**src/rtl/if_stage.sv**
```systemverilog
// if_stage: MIPS32 instruction-fetch front end (PC, ROM interface, IF/ID latch).
// Optional IF_FETCH_CNT_EN adds fetch_cnt_o counting instructions loaded into IF/ID.
module if_stage #(
  parameter int ADDR_W = 32,
  parameter int INST_W = 32,
  parameter logic [ADDR_W-1:0] RESET_PC = '0
) (
  input  logic              clk,
  input  logic              rst,
  input  logic [5:0]        stall,
  input  logic              flush,
  input  logic [ADDR_W-1:0] new_pc,
  input  logic              branch_flag_i,
  input  logic [ADDR_W-1:0] branch_target_address_i,
  input  logic [INST_W-1:0] rom_inst_i,
  output logic [ADDR_W-1:0] rom_addr_o,
  output logic              rom_ce_o,
  output logic [ADDR_W-1:0] id_pc_o,
  output logic [INST_W-1:0] id_inst_o,
  output logic              if_misalign_o
`ifdef IF_FETCH_CNT_EN
  ,
  output logic [31:0]       fetch_cnt_o
`endif
);
  typedef enum logic {OFF, RUN} state_t;
  state_t state, state_nxt;
  logic [ADDR_W-1:0] pc, pc_next;
  logic id_clr, id_load;
  logic unused_stall;
  assign unused_stall = ^stall[5:3];
  assign rom_addr_o = pc;
  assign rom_ce_o = (state == RUN);
  always_comb begin
    state_nxt = RUN;
    pc_next = (state == OFF) ? RESET_PC :
              flush          ? new_pc :
              stall[0]       ? pc :
              branch_flag_i  ? branch_target_address_i :
                               pc + ADDR_W'(4);
    id_clr  = (state == OFF) || flush || (stall[1] && !stall[2]);
    id_load = !stall[1];
  end
  always_ff @(posedge clk or posedge rst) begin
    if (rst) begin
      state <= OFF;
      pc <= RESET_PC;
      if_misalign_o <= 1'b0;
    end else begin
      state <= state_nxt;
      pc <= pc_next;
      if (state == RUN) if_misalign_o <= |pc_next[1:0];
    end
  end
  // a branch never kills the fetch in flight, so the delay slot reaches IF/ID
  always_ff @(posedge clk or posedge rst) begin
    if (rst) begin
      id_pc_o <= '0;
      id_inst_o <= '0;
    end else if (id_clr) begin
      id_pc_o <= '0;
      id_inst_o <= '0;
    end else if (id_load) begin
      id_pc_o <= pc;
      id_inst_o <= rom_ce_o ? rom_inst_i : '0;
    end
  end
`ifdef IF_FETCH_CNT_EN
  always_ff @(posedge clk or posedge rst) begin
    if (rst) fetch_cnt_o <= '0;
    else if (state == RUN && !flush && !stall[1]) fetch_cnt_o <= fetch_cnt_o + 32'd1;
  end
`endif
endmodule

```
**config.mk**
```make
export PLATFORM = sky130hd
export DESIGN_NAME = if_stage
export DESIGN_NICKNAME = d
export VERILOG_FILES = /design/src/rtl/if_stage.sv
export SDC_FILE = /design/constraint.sdc
export NUM_CORES = 1
export LEC_CHECK = 0
export ABC_AREA = 1
export BUFFER_PORTS_ARGS = -buffer_cell sky130_fd_sc_hd__buf_2
export CORE_AREA = 5 5 109 111
export CTS_BUF_LIST = sky130_fd_sc_hd__clkbuf_4 sky130_fd_sc_hd__clkbuf_8
export DETAILED_ROUTE_END_ITERATION = 12
export DIE_AREA = 0 0 114 116
export GPL_TIMING_DRIVEN = 0
export HOLD_SLACK_MARGIN = 0.12
export PLACE_DENSITY_LB_ADDON = 0.1
export SETUP_SLACK_MARGIN = 0.5
export SYNTH_ARGS = -nofsm -noshare
export SYNTH_HDL_FRONTEND = slang
export SYNTH_SLANG_ARGS = --single-unit
export TNS_END_PERCENT = 30
```
**constraint.sdc**
```tcl
create_clock -name clk -period 3.4 [get_ports clk]
set_input_delay 0.34 -clock clk [delete_from_list [all_inputs] [get_ports clk]]
set_output_delay 0.34 -clock clk [all_outputs]
set_load 0.02 [all_outputs]
```
Yosys cells after proc, flatten, opt, wreduce, memory -nomap -nowiden
Index checks and enable logic that the tools add are counted.
{"block": "op_classes", "add_sub_neg": 1, "multipliers": 0, "n_div": 0, "magnitude_cmp": 0, "n_eq_ne": 2, "shifts": 0, "muxes": 9, "n_bitwise": 1, "reduce_logical": 5}
{"cell": "two-way mux 32 bit", "count": 9}
{"cell": "adder 32 x 3 -> 32 bit (second input constant)", "count": 1}
{"cell": "inequality test 3 bit (second input constant)", "count": 1}
{"cell": "logical OR 1 bit", "count": 2}
{"cell": "inequality test 2 x 1 -> 1 bit (second input constant)", "count": 1}
{"cell": "OR reduction 2 bit", "count": 1}
{"cell": "logical AND 1 bit", "count": 1}
{"cell": "zero test 1 bit", "count": 1}
{"cell": "inverter 1 bit", "count": 1}
{"block": "totals", "ff_bits": 98, "latch_bits": 0, "ram_bits": 0, "romBits": 0, "in_bits": 106, "out_inout_bits": 98, "word_cells": 24, "memories": 0}

Depth between registers and ports, before layout
Gate-level depths: netlist of the first run.
{"block": "depth", "depth_word": 6, "depth_mapped": 12, "ltp_nobuf": 12}

Worst setup path after synthesis of the first run
No wires, ideal clock.
{"block": "synth_path", "kind": "register to register", "start": "reg pc[3] (netlist: rom_addr_o[3])", "end": "reg pc[12] (netlist: rom_addr_o[12])", "setup_ns": 0.117, "arrival_time_ns": 1.541, "required_time_ns": 3.283, "path_slack_ns": 1.742, "path_stages_with_launch": 10, "n_path_buf": 0, "synth_period_minus_slack_ns": 1.658, "path_cell_list": "dfrtp_1 ha_1 nand2_2 nor2_4 nand3_1 xnor2_1 o21ai_0 nand2_1 nand2_1 nand2_1"}
{"block": "synth_via", "elab_chain_cells": 5}
{"item": "start: declaration", "line_no": "28", "source": "logic [ADDR_W-1:0] pc, pc_next;"}
{"item": "start signal: assignment", "line_no": "51", "source": "pc <= pc_next;"}
{"item": "adder 32 x 3 -> 32 bit", "line_no": "40", "source": "pc + ADDR_W'(4);"}
{"item": "two-way mux 32 bit", "line_no": "39", "source": "branch_flag_i ? branch_target_address_i :"}
{"item": "two-way mux 32 bit", "line_no": "38", "source": "stall[0] ? pc :"}
{"item": "two-way mux 32 bit", "line_no": "37", "source": "flush ? new_pc :"}
{"item": "two-way mux 32 bit", "line_no": "36", "source": "pc_next = (state == OFF) ? RESET_PC :"}
No other way between the ends. The select of a mux whose other input is x is not followed.
A chain may end at the register's enable or synchronous reset.

Worst setup path in the final report of the first run
{"block": "layout_path", "start": "reg pc[2] (netlist: rom_addr_o[2])", "end": "reg pc[28] (netlist: rom_addr_o[28])"}
The elaborated chain is that of the path after synthesis.

==> metrics.md, run 1 <==
| Metric | Value |
|---|---|
| Clock transition at path regs | 0.10 ns |
| Initial antenna violation count | 0 |
| Largest net degree at the start of global routing | 36 |
| Async S/R FF share, synth | 1.000 |
| Synthesized cell area | ~5400 um2 |
| Final nets | 1068 |
| RSZ-0062 raised after global routing | false |
| Overall routing resource usage | 0.2569 |
| Critical path type | register to register |
| Routed vias/inst | between 5 and 6 |
| Reg-to-reg critical path startpoint | rom_addr_o[2] |
| Syn nets | 855 |
| Leading area contributor after synthesis | dfrtp_1 |
| Starting density of the core | 0.5007 |
| Die Span X | between 100 and 150 um |
| Leading cell type by number of instances after synthesis | nand2_1 |
| CTS Buf Count | 9 |
| Synth Register Bits | 98 |
| Crit path launch type | register |
| Commonest cells in the netlist | nand2_1 (248), inv_1 (101), dfrtp_1 (98), nor2_1 (89), o22ai_1 (65) |
| Power per cell area | 369.9 nW/um2 |
| Hold path depth | 3 |
| Dominant synthesized flop cell | dfrtp_1 |
| Setup TNS | 0 ns |
| Worst-case clock buffer depth | 2 |
| Fill count | 1058 |
| Maximum fanout along the worst path | 6 |
| Crit path cell chain | ha_1, nand2_2, nor2_4, nand2_4, nor2_1, nand2_1, nand2_1, nand3_1, nand2_1, nand2_1, nand2_1, nand2_1 |
| Leak pwr | roughly 3.5 nW |
| Post-DRT Antenna Nets | 0 |
| Area grow syn2layout | 26.70% |
| Total grt overflow | 0 |
| Routed vias | ~5600 |
| Skew-Pair Late Insertion Delay | around 0.38 ns |
| Worst reg2reg setup slack | about 1.6 ns |
| Port bufs | around 200 |
| MaxCap Viol Count | 0 |
| Final setup violation count | 0 |
| NetSw | around 0.00077 W |
| Combinational Power Share | 0.175 |
| Number of synthesized flops with an enable pin | 0 |
| Int Pwr | about 0.0017 W |
| Switching Share | 0.3065 |
| Fraction of layout cells with a size suffix above 1 | 0.2671 |
| CTS sink cnt | 98 |
| Reg-to-reg endpoint | rom_addr_o[28] |
| Multi-input logic area | 2331 um2 |
| Post-DP HPWL | approximately 13 mm |
| # IOs | approximately 200 |
| # DRC | 0 |
| Crit. End Element | register |
| Most frequent CP cell | nand2_1 |
| Core area | 10700 um2 |
| Row count | 38 |
| Synth top area share | 0.4578 |
| Gate Count Post-Synth | approximately 750 |
| Detailed Route Iter0 Violations | approximately 420 |
| Antenna cells | 0 |
| Full die area | 13220 um2 |
| Clock root buffer | clkbuf_8 |
| H-tree depth | 3 |
| First drt pass iteration count | 5 |
| Vias in the first global route | roughly 5300 |
| First-pass GRT wire length | about 27 mm |
| Fmax | about 0.55 GHz |
| CTS tree | done |
| Worst min path class | input pin to register |
| Synth Warn # | 0 |
| Min Tclk post-route | between 1.5 and 2 ns |
| Sequential share of the synthesized area | 0.4578 |
| Period utilization | 0.5355 |
| Post-synth cell types | 30 |
| Max Slew Vio Count | 0 |
| Die H | between 100 and 150 um |
| Reg area | ~2500 um2 |
| Slew margin rel. | 0.5348 |
| Setup bufs post-CTS | 0 |
| Crit path required time | 3.68 ns |
| Clock Power Share | 0.322 |
| DR WL/cell | between 15 and 20 um |
| Critical path's largest stage delay | ~0.43 ns |
| # resized after CTS | 0 |
| Final hold vios | 0 |
| Slowest-stage cell, CP | dfrtp_1 |
| R2R depth | 12 |
| Routability congestion estimate | about 0.87 |
| Hold Startpoint | rom_inst_i[20] |
| Crit path DAT | 2.10 ns |
| Syn Area/Cell | ~7.2 um2 |
| Worst-Margin Slew | slightly below 0.7 ns |
| Clock skew | about 0.011 ns |
| Sequential share of power | 0.503 |
| Max rail drop VDD | approximately 0.19 mV |
| WHS Endpoint | id_inst_o[20] |
| Routed WL | between 15 and 20 mm |
| Synth top area cells | dfrtp_1 (46%), nand2_1 (17%), o22ai_1 (7.6%), inv_1 (7.1%), nor2_1 (6.2%) |
| Status | finished, final reports clean |
| Final core utilization | 0.6344 |
[routing by layer]
metal | wire, um | vias up | GRT usage
li1 | - | 2755 | -
met1 | 7462 | 2552 | 0.3464
met2 | 7864 | 241 | 0.4176
met3 | 1444 | 26 | 0.04543
met4 | 331 | 0 | 0.09422
met5 | 0 | - | 0
[stage by stage]
| stage | total power [W] | instance area, um2 | instances | hold slack, ns | setup WS (ns) |
|---|---|---|---|---|---|
| CTS | 0.002517 | 6787 | 1106 | 0.1990 | 1.617 |
| global route | 0.002610 | 6787 | 1106 | 0.2064 | 1.432 |
| detailed placement | 0.001723 | 6571 | 1089 | 0.4767 | 1.600 |
| global placement | 0.001713 | 6531 | 1087 | 0.4777 | 1.199 |
| finish | 0.002510 | 6787 | 1106 | 0.2109 | 1.579 |
| floorplan | 0.001530 | 5360 | 748 | 0.4920 | 1.742 |
[cells by family after synthesis]
logic type | synth area share
AOI/OAI and AO/OA | 0.1112
xor gates and xnor gates | 0.01472
adders and majority gates | 0.002336
buffers and inverters | 0.1070
DFF | 0.4578
other | 0.0007001
and+or+nand+nor | 0.3062
[final cells by class]
type / instances / share of cell area
sequential: 98 / 0.3614
clock inverter: 5 / 0.008850
timing repair buffer: 202 / 0.1541
tap: 140 / 0.02581
clock buffer: 11 / 0.02139
inverter: 105 / 0.05863
multi-input combinational: 510 / 0.3435
buffer: 35 / 0.02636
[cells in the final DEF (no fill, tap or decap), types with 2 or more instances in the layout]
master / netlist / layout
clkinvlp_4: 0 / 2
o21ai_1: 2 / 2
nor2_2: 6 / 6
nand2_2: 5 / 5
clkbuf_1: 17 / 17
and2_1: 2 / 2
or2_1: 2 / 2
dfrtp_1: 98 / 98
nand3_1: 36 / 36
nand4_1: 2 / 2
nor2_1: 89 / 89
clkbuf_8: 0 / 10
xor2_1: 6 / 6
inv_2: 4 / 4
inv_1: 101 / 100
nand2_1: 248 / 248
buf_4: 3 / 3
o22ai_1: 65 / 65
o21ai_0: 30 / 30
nor2_4: 6 / 6
inv_6: 0 / 2
buf_6: 3 / 3
buf_12: 0 / 2
xnor2_1: 3 / 3
buf_2: 11 / 210
[flip-flops by register name, summed over array words and instances (netlist names)]
register and count:
id_inst_o 32, id_pc_o 32, rom_addr_o 32, if_misalign_o 1
rom_ce_o 1
[how the worst max path moves through the flow]
stage | from | to | slack (ns) | depth (start not counted)
2_1_floorplan | rom_addr_o[3] | rom_addr_o[12] | 1.74 | 9
3_3_place_gp | rst | rom_addr_o[23] | 1.20 | 2
3_5_place_dp | stall[1] | id_pc_o[2] | 1.60 | 5
4_1_cts | rom_addr_o[2] | rom_addr_o[28] | 1.62 | 12
5_1_grt | rom_addr_o[2] | rom_addr_o[26] | 1.43 | 12
6_report | rom_addr_o[2] | rom_addr_o[28] | 1.58 | 12
[power by group through the flow]
stage                     Clock, W  Sequential [W]  Combinational (W)
after floorplan                  0         0.00133           0.000198
after global placement           0         0.00128           0.000428
after detailed placement         0         0.00129           0.000437
after CTS                 0.000814         0.00126           0.000440
after global routing      0.000853         0.00127           0.000486
final                     0.000808         0.00126           0.000439
[what timing repair did]
action	in CTS	in global routing
endpoints found under the hold margin	30	0
hold buffers	1	0
endpoints found under the setup margin	0	0
[critical path: cells and delay by family, from the launching register on]
kind                     cells  cell delay, ns
adder cells (fa/ha/maj)      1            0.22
flip-flops                   1            0.43
AND/OR/NAND/NOR             11            1.06
(Power assumes the default switching activity.)
==> inputs of run 2 (changes only) <==
clock period = 1.7 ns   (was 3.4 ns; I/O delays follow)
==> metrics.md, run 2 (synthesized netlist as in run 1, its figures left out) <==
| Metric | Value |
|---|---|
| Routed vias/inst | 5.407 (was 5.040) |
| Final hold vios | 34 (was 0) |
| Total grt overflow | 0 (unchanged) |
| Reg area | 2479 um2 (was 2452 um2) |
| Die Span X | 114 um (unchanged) |
| Area grow syn2layout | 71.13% (was 26.70%) |
| Most frequent CP cell | nand2_1 (unchanged) |
| Worst-Margin Slew | 0.7927 ns (was 0.6963 ns) |
| Core area | 10700 um2 (unchanged) |
| Fill count | 544 (was 1058) |
| Overall routing resource usage | 0.2960 (was 0.2569) |
| Routability congestion estimate | 0.8789 (was 0.8719) |
| Post-DRT Antenna Nets | 0 (unchanged) |
| Initial antenna violation count | 1 (was 0) |
| CTS tree | done (unchanged) |
| Skew-Pair Late Insertion Delay | 0.38 ns (about the same) |
| Crit. End Element | register (unchanged) |
| MaxCap Viol Count | 0 (unchanged) |
| Post-DP HPWL | 13.15 mm (was 13.16 mm) |
| Max rail drop VDD | 0.4921 mV (was 0.1893 mV) |
| Largest net degree at the start of global routing | 40 (was 36) |
| Status | finished, violations left (was finished, final reports clean) |
| Full die area | 13220 um2 (unchanged) |
| Final WS setup | -0.03575 ns (was 1.579 ns) |
| H-tree depth | 3 (unchanged) |
| Total power draw | 0.005585 W (was 0.002510 W) |
| Setup TNS | -0.05750 ns (was 0 ns) |
| Slowest-stage cell, CP | dfrtp_2 (was dfrtp_1) |
| Crit path required time | 1.98 ns (was 3.68 ns) |
| Final nets | 1193 (was 1068) |
| Clock transition at path regs | 0.10 ns (about the same) |
| Slew margin rel. | 0.4704 (was 0.5348) |
| Clock skew | 0.007150 ns (was 0.01137 ns) |
| Starting density of the core | 0.5007 (unchanged) |
| Most frequent cells in the layout | nand2_1 (229), buf_2 (179), inv_1 (99) (was nand2_1 (248), buf_2 (210), inv_1 (100)) |
| Row count | 38 (unchanged) |
| Routed WL | 23.65 mm (was 17.10 mm) |
| Die H | 116 um (unchanged) |
| CTS Buf Count | 9 (unchanged) |
| Min Tclk post-route | 1.736 ns (was 1.821 ns) |
| First-pass GRT wire length | 30.68 mm (was 26.60 mm) |
| First drt pass iteration count | 8 (was 5) |
| Failing checks | negative hold slack, negative setup slack |
| CTS sink cnt | 98 (unchanged) |
| Fmax | 0.5761 GHz (was 0.5492 GHz) |
| Maximum fanout along the worst path | 5 (was 6) |
| Multi-input logic area | 3113 um2 (was 2331 um2) |
| Critical path's largest stage delay | 0.43 ns (about the same) |
| Final setup violation count | 2 (was 0) |
| Worst min path class | input pin to async pin (was input pin to register) |
| Period utilization | 1.021 (was 0.5355) |
| Clock root buffer | clkbuf_8 (unchanged) |
| Vias in the first global route | 6024 (was 5293) |
| Fraction of layout cells with a size suffix above 1 | 0.4235 (was 0.2671) |
| Routed vias | 6661 (was 5574) |
| R2R depth | 10 (was 12) |
| Crit path DAT | 2.01 ns (was 2.10 ns) |
| Crit path launch type | register (unchanged) |
| Worst-case clock buffer depth | 2 (unchanged) |
| RSZ-0062 raised after global routing | true (was false) |
| Commonest non-fill, non-tap cell in the layout | nand2_1 (unchanged) |
| Critical path type | register to register (unchanged) |
| Port bufs | 199 (unchanged) |
| Power per cell area | 609.3 nW/um2 (was 369.9 nW/um2) |
| Leak pwr | 4.373 nW (was 3.504 nW) |
| Detailed Route Iter0 Violations | 642 (was 417) |
| DR WL/cell | 19.20 um (was 15.46 um) |
| # hold bufs at CTS | 61 (was 1) |
| Place WS | -0.02550 ns (was 1.600 ns) |
| Hold slack | -0.07531 ns (was 0.2109 ns) |
| # DRC | 0 (unchanged) |
| Crit path cell chain | ha_4, nand2_2, nor2_4, buf_4, nand3_4, xnor2_1, o21ai_1, nand2_1, nand2_1, nand2_1 (was ha_1, nand2_2, nor2_4, nand2_4, nor2_1, nand2_1, nand2_1, nand3_1, nand2_1, nand2_1, nand2_1, nand2_1) |
| Max Slew Vio Count | 0 (unchanged) |
| # IOs | 204 (unchanged) |
## run 2: timing repair
item,4_1_cts,5_1_grt
hold endpoints to repair,94,34
resized for setup,102,224
gates cloned,5,3
pin swaps,22,71
setup endpoints to repair,116,125
setup buffers,44,13
## run 2: final timing paths
kind / from / endpoint / slack (ns)
worst max-delay path: rom_addr_o[3] / rom_addr_o[12] / -0.04
worst min-delay path: rst / id_inst_o[11] / -0.08
worst max register to register: rom_addr_o[3] / rom_addr_o[12] / -0.04
worst min register to register: if_misalign_o / if_misalign_o / 0.50
max in group asynchronous: rst / rom_addr_o[29] / 0.89
min in group clk: new_pc[17] / rom_addr_o[17] / 0.13
## run 2: cell type report
class                           count  share of cell area
Tap cell                          140             0.01911
Multi-Input combinational cell    511              0.3396
Clock buffer                        9             0.01351
Sequential cell                    98              0.2704
Clock inverter                      7            0.008327
Antenna cell                        1           0.0002730
Timing Repair Buffer              326              0.2708
Buffer                             35             0.03399
Inverter                          105             0.04395
## run 2: stage by stage
step,cells,utilization,area (um2)
after floorplan,748,-,5380
after global placement,1087,0.6124,6551
after detailed placement,1089,0.6161,6591
after CTS,1215,0.7636,8169
after global routing,1231,0.8566,9164
final,1232,0.8568,9166
## run 2: per-layer routing
layer  GRT usage  routed length [um]  vias up
li1            -                   -     3034
met1      0.3760                8917     3115
met2      0.5074               11600      392
met3     0.06371                1943      118
met4     0.09343                1173        2
met5           0                  11        -
## run 2: report_power, final
group	switching (W)	total [W]	internal, W
sequential	0.000113	0.00254	0.00243
combinational	0.000791	0.00144	0.000645
clock	0.000914	0.00161	0.000695
total	0.00182	0.00558	0.00377
## run 2: worst max-delay path, delay by kind of cell (launching register included)
kind	cells	cell delay, ns
flip-flops	1	0.43
AO/OA/AOI/OAI	1	0.15
buffers and inverters	1	0.16
XOR/XNOR	1	0.16
AND/OR/NAND/NOR	6	0.57
adder cells (fa/ha/maj)	1	0.16
